--- config.mk ---
export PLATFORM = sky130hd
export DESIGN_NAME = traveler_target_selector
export DESIGN_NICKNAME = d
export VERILOG_FILES = /design/src/rtl/traveler_target_selector_pkg.sv /design/src/rtl/traveler_target_selector_sw_debounce_core.sv /design/src/rtl/traveler_target_selector.sv
export SDC_FILE = /design/constraint.sdc
export NUM_CORES = 1
export LEC_CHECK = 0
export ABC_AREA = 1
export ABC_CLOCK_PERIOD_IN_PS = 3350
export CORE_UTILIZATION = 30
export CTS_CLUSTER_SIZE = 14
export DETAILED_ROUTE_END_ITERATION = 8
export PLACE_DENSITY = 0.56
export SYNTH_ARGS = -nofsm -noshare
export SYNTH_HDL_FRONTEND = slang
export SYNTH_SLANG_ARGS = --single-unit
export TNS_END_PERCENT = 1
--- constraint.sdc ---
create_clock -name clk -period 3.35 [get_ports clk]
set_input_delay 0.5025 -clock clk [delete_from_list [all_inputs] [get_ports clk]]
set_output_delay 0.5025 -clock clk [all_outputs]
set_load 0.01 [all_outputs]
--- src/rtl/traveler_target_selector_pkg.sv ---
// Shared definitions for the target/channel selector: debounce state encoding and
// target-word layout helpers ({has_target, id, channel}, channel in the LSBs).
package traveler_target_selector_pkg;

    typedef enum logic {
        StStable = 1'b0,
        StSettle = 1'b1
    } deb_state_e;

    localparam int unsigned ChLsb = 0;

    function automatic int unsigned target_word_width(input int unsigned id_w,
                                                      input int unsigned ch_w);
        return id_w + ch_w + 1;
    endfunction

    function automatic int unsigned id_lsb(input int unsigned ch_w);
        return ch_w;
    endfunction

    function automatic int unsigned has_target_bit(input int unsigned id_w,
                                                   input int unsigned ch_w);
        return id_w + ch_w;
    endfunction

endpackage

--- src/rtl/traveler_target_selector_sw_debounce_core.sv ---
// Switch-bank debouncer: 2-flop synchroniser, sample register and saturating stability
// counter; strobes settled once per stable value (or once per restart request).
module sw_debounce_core
    import traveler_target_selector_pkg::*;
#(
    parameter int unsigned WIDTH           = 7,
    parameter int unsigned DEBOUNCE_CYCLES = 5000000,
    parameter int unsigned CNT_W           = 23
) (
    input  logic             clk,
    input  logic             rst,
    input  logic [WIDTH-1:0] din,
    input  logic             restart,
    output logic [WIDTH-1:0] value,
    output logic             settled
);

    localparam logic [CNT_W-1:0] CntMax = CNT_W'(DEBOUNCE_CYCLES - 1);

    logic [WIDTH-1:0] sync1_q, sync2_q;
    logic [WIDTH-1:0] sample_q, sample_d;
    logic [CNT_W-1:0] cnt_q, cnt_d;
    deb_state_e       state_q, state_d;

    always_ff @(posedge clk) begin
        if (rst) begin
            sync1_q  <= '0;
            sync2_q  <= '0;
            sample_q <= '0;
            cnt_q    <= '0;
            state_q  <= StStable;
        end else begin
            sync1_q  <= din;
            sync2_q  <= sync1_q;
            sample_q <= sample_d;
            cnt_q    <= cnt_d;
            state_q  <= state_d;
        end
    end

    // A fresh change or a restart both wins over an evaluation due in the same cycle.
    always_comb begin
        sample_d = sample_q;
        cnt_d    = cnt_q;
        state_d  = state_q;
        settled  = 1'b0;
        if (sync2_q != sample_q) begin
            sample_d = sync2_q;
            cnt_d    = '0;
            state_d  = StSettle;
        end else if (restart) begin
            cnt_d   = '0;
            state_d = StSettle;
        end else if (state_q == StSettle) begin
            if (cnt_q == CntMax) begin
                settled = 1'b1;
                state_d = StStable;
            end else begin
                cnt_d = cnt_q + 1'b1;
            end
        end
    end

    assign value = sample_q;

endmodule

--- src/rtl/traveler_target_selector.sv ---
// Target/channel selector: debounced switch banks, range check, lock, committed target
// word and valid/ready update handshake with overrun and range-error pulses.
module traveler_target_selector
    import traveler_target_selector_pkg::*;
#(
    parameter int unsigned ID_W            = 5,
    parameter int unsigned CH_W            = 2,
    parameter int unsigned ID_MIN          = 1,
    parameter int unsigned ID_MAX          = 20,
    parameter int unsigned DEBOUNCE_CYCLES = 5000000,
    parameter int unsigned CNT_W           = 23
) (
    input  logic                                   clk,
    input  logic                                   rst,
    input  logic [ID_W-1:0]                        select_switches,
    input  logic [CH_W-1:0]                        channel_switches,
    input  logic                                   lock,
    output logic [target_word_width(ID_W, CH_W)-1:0] target_word,
    output logic                                   upd_valid,
    input  logic                                   upd_ready,
    output logic                                   upd_overrun,
    output logic                                   range_err
);

    localparam int unsigned     TwW    = target_word_width(ID_W, CH_W);
    localparam int unsigned     IdLsb  = id_lsb(CH_W);
    localparam int unsigned     HasBit = has_target_bit(ID_W, CH_W);
    localparam logic [ID_W-1:0] IdMin  = ID_W'(ID_MIN);
    localparam logic [ID_W-1:0] IdMax  = ID_W'(ID_MAX);

    logic                   lock_q;
    logic                   restart;
    logic [ID_W+CH_W-1:0]   settled_raw;
    logic                   settled;
    logic [ID_W-1:0]        id;
    logic [CH_W-1:0]        ch;
    logic [TwW-1:0]         cand;
    logic [TwW-1:0]         word_q, word_d;
    logic                   valid_q, valid_d;
    logic                   overrun_q, overrun_d;
    logic                   rerr_q, rerr_d;
    logic                   in_range;
    logic                   commit;

    // Releasing the lock forces a fresh evaluation of whatever is on the switches.
    assign restart = lock_q & ~lock;

    sw_debounce_core #(
        .WIDTH          (ID_W + CH_W),
        .DEBOUNCE_CYCLES(DEBOUNCE_CYCLES),
        .CNT_W          (CNT_W)
    ) u_debounce (
        .clk    (clk),
        .rst    (rst),
        .din    ({channel_switches, select_switches}),
        .restart(restart),
        .value  (settled_raw),
        .settled(settled)
    );

    assign id = settled_raw[ID_W-1:0];
    assign ch = settled_raw[ID_W+CH_W-1:ID_W];

    always_comb begin
        cand                 = '0;
        cand[HasBit]         = 1'b1;
        cand[IdLsb +: ID_W]  = id;
        cand[ChLsb +: CH_W]  = ch;
    end

    assign in_range = (id >= IdMin) && (id <= IdMax);
    assign commit   = settled & ~lock & in_range & (cand != word_q);

    always_comb begin
        word_d    = word_q;
        valid_d   = valid_q;
        overrun_d = 1'b0;
        rerr_d    = settled & ~lock & ~in_range;
        if (commit) begin
            word_d    = cand;
            valid_d   = 1'b1;
            // Latest wins; only flag it if the older word was never taken.
            overrun_d = valid_q & ~upd_ready;
        end else if (upd_ready) begin
            valid_d = 1'b0;
        end
    end

    always_ff @(posedge clk) begin
        if (rst) begin
            lock_q    <= 1'b0;
            word_q    <= '0;
            valid_q   <= 1'b0;
            overrun_q <= 1'b0;
            rerr_q    <= 1'b0;
        end else begin
            lock_q    <= lock;
            word_q    <= word_d;
            valid_q   <= valid_d;
            overrun_q <= overrun_d;
            rerr_q    <= rerr_d;
        end
    end

    assign target_word = word_q;
    assign upd_valid   = valid_q;
    assign upd_overrun = overrun_q;
    assign range_err   = rerr_q;

endmodule

==> summary.md <==
| Metric | Value |
|---|---|
| GRT Total Usage | between 10% and 20% |
| CTS max path bufs | 2 |
| Syn avg cell area | 6.43 um2 |
| Met1 Use GR | about 16% |
| IO Pins | 22 |
| FF-to-FF Start | u_debounce.cnt_q[0] |
| Clock tree sinks | 57 |
| Clk_skew | between 0.008 and 0.009 ns |
| Final Cycle Share | 58.3% |
| Seq cells post-synth | 57 |
| Top post-synthesis cells by area | dfxtp_1, nand2_1, nor2_1 |
| Post-CTS Setup Inserts | 0 |
| Area of the mapped netlist | 0.00286 mm2 |
| RSZ-0062 raised after global routing | false |
| Final Net Count | 484 |
| HP Class | reg -> reg |
| Combinational Power Share | under 10% |
| Measured slew at the worst slew-check pin | around 0.53 ns |
| First-pass GRT wire length | 10800 um |
| Synth Instances | 445 |
| Yosys warnings | 0 |
| Clock Power Share | 50.2% |
| Largest net degree at the start of global routing | 22 |
| Critical Path Start | u_debounce.cnt_q[0] |
| Simple-gate share of the synthesized area | 40.4% |
| Post-synthesis compound-gate area fraction | under 10% |
| Core box area | 0.00924 mm2 |
| M2 GR Usage | 23.1% |
| Hold Fails Final Rpt | 0 |
| Total CTS buffers | 9 |
| Synth area leader | dfxtp_1 |
| Synth cell types | 29 |
| Status | finished, final reports clean |
| Pwr per Cell Area | 464 mW/mm2 |
| Drt via density | 4.41 |
| Latest clock arrival within the worst-skew pair | 0.35 ns |
| Worst Min Path Start | u_debounce.sync1_q[3] |
| Leakage | 0.00129 uW |
| Crit start category | flip-flop |
| Final setup vio count | 0 |
| H-tree levels | 3 |
| FP Rows | 35 |
| Register Area | 0.00114 mm2 |
| Die area | 0.00994 mm2 |
| Post-route ant nets | 0 |
| Sequential share of the synthesized area | 39.9% |
| Tot Pwr | roughly 1600 uW |
| Critical Path End Type | flip-flop |
| Post-synthesis mux area share | 0% |
| Post-synth top area share | between 30% and 40% |
| Area of the multi-input gates | between 0.001 and 0.0015 mm2 |
| Required @ worst endpoint | 3.59 ns |
| Most common cell after layout, fill and taps aside | nand2_1 |
| GRT overflow | 0 |
| Crit-path slowest cell | dfxtp_1 |
| Port Buffers | 21 |
| Residual DRC | 0 |
| Sequential share of power | a little over two fifths |
| Routability cong. | 0.837 |
| Hold WS | 0.396 ns |
| Wirelength per Cell | 10.4 um |
| Final core utilization | a little under two fifths |
| Synth Area in Adders | 0.437% |
| Vias in the first global route | around 2500 |
| Worst vdd ir | 228 uV |
| Sw Ratio | 23.7% |
| Minimum clock period | about 2.0 ns |
| Worst path cell trace | ha_1 > nand3_1 > nor2_1 > nand3_2 > nand2_4 > inv_2 > nand2_1 > nand2_1 > inv_1 > nor2_1 |
| Share of layout cells above drive strength 1 | 8.39% |
| Max frequency | 512 MHz |
| Clock root cell | clkbuf_8 |
| Final Max Tran Viols | 0 |
| CP delay by family, top | simple AND/OR/NAND/NOR gates |
| Crit path depth | 10 |
| Critical path arrival | 2.20 ns |
| Met3 track demand over resource | under 10% |
| 1st-pass router iterations | 4 |
| Final TNS setup | 0 ns |
| Area grow syn2layout | 20.1% |
| CP max FO | 16 |
| Type of the worst setup path | reg -> reg |
| # fillers | 978 |
| Reg2reg path depth | 10 |
| CTS tree | done |
| Clock slew at reported path FFs | 0.07 ns |
| Overall die height | 99.7 um |
| Initial DRC count | roughly 120 |
| Pint | 1220 uW |
| Antenna violations before repair | 0 |
| Psw | 378 uW |
| Most frequent cells in the layout | nand2_1, nor2_1, inv_1 |
| Final WL | 6290 um |
| Number of diodes | 0 |
| GR peak layer | met2 |
| Cts repair resizes | 0 |
| Number of vias in the routed layout | 2670 |
| Worst path bufs/invs | 2 |
| DIE WIDTH | 99.7 um |
| Largest family of logic cells by synthesized area | simple AND/OR/NAND/NOR gates |
| CP max stage delay | around 0.37 ns |
| Initial Utilization | around 31% |
| Post-cts hold buffer count | 0 |
| Hold Path Cell Cnt | 2 |
| R2R setup slack | 1.40 ns |
| Max-cap violation count | 0 |
| Slew Limit Headroom | 64.5% |
| Syn_nets | 457 |
| Post-DP HPWL | 4670 um |
| XOR/XNOR share of the synthesized area | between 1.5 and 2% |
==> routing by layer <==
layer | routed length, um | vias to the layer above
met5 | 0 | -
met4 | 159 | 0
met3 | 270 | 15
met2 | 2940 | 39
met1 | 2920 | 1205
li1 | - | 1411
==> synthesized netlist by cell type <==
cell type	instances
nand2_1	112
nor2_1	90
inv_1	71
dfxtp_1	57
nand3_1	29
a21oi_1	14
nand4_1	7
nor3_1	7
o21ai_0	7
o21ai_1	6
inv_2	5
nand2_2	5
xnor2_1	5
nor2_2	4
nor4_1	4
a21oi_2	3
buf_6	3
clkbuf_1	2
clkinv_1	2
nand3b_1	2
nor2_4	2
buf_2	1
ha_1	1
nand2_4	1
nand3_2	1
nor3_2	1
nor3_4	1
nor3b_1	1
xor2_1	1
==> sequential cells by signal (all words and copies together), names as in the netlist, 7 cells and up <==
signal              flops
u_debounce.sync1_q      7
u_debounce.sync2_q      7
u_debounce.value        7
target_word             8
u_debounce.cnt_q       23
==> worst paths after layout <==
path	end
setup / recovery	u_debounce.cnt_q[7]
hold / removal	u_debounce.sync2_q[3]
hold reg to reg	u_debounce.sync2_q[3]
setup reg to reg	u_debounce.cnt_q[7]
==> cell families after synthesis <==
family / Yosys count
buffers and inverters: 84
DFF: 57
adders and majority gates: 1
xor gates and xnor gates: 6
and+or+nand+nor: 267
AOI/OAI and AO/OA: 30
==> layout make-up <==
| cell class | instances | area share [%] |
|---|---|---|
| sequential | 57 | 33.2 |
| multi-input combinational | 304 | 40.2 |
| clock inverter | 7 | 3.46 |
| timing repair buffer | 22 | 6.33 |
| clock buffer | 9 | 3.60 |
| inverter | 78 | 8.52 |
| tap | 129 | 4.69 |
==> metrics by stage <==
stage               worst slack (ns)  cells  cell area, um2
floorplan                       1.79    445            2860
CTS                             1.41    606            3440
detailed placement              1.34    590            3200
global placement                1.33    590            3200
finish                          1.40    606            3440
global route                    1.22    606            3440
==> worst register-to-register path, stage by stage, from the launching register on <==
cell and delay, ns:
dfxtp_1 0.37, ha_1 0.27, nand3_1 0.22, nor2_1 0.19
nand3_2 0.17, nand2_4 0.21, inv_2 0.18, nand2_1 0.12
nand2_1 0.05, inv_1 0.04, nor2_1 0.03
==> power by group through the flow <==
stage | Combinational (uW) | Clock, uW | Sequential (uW)
6_report | 96.2 | 801 | 699
5_1_grt | 110 | 852 | 700
4_1_cts | 97.3 | 819 | 699
3_5_place_dp | 97.2 | 0 | 715
3_3_place_gp | 95.7 | 0 | 714
2_1_floorplan | 74.7 | 0 | 712
Power figures use the tool's default switching activity.
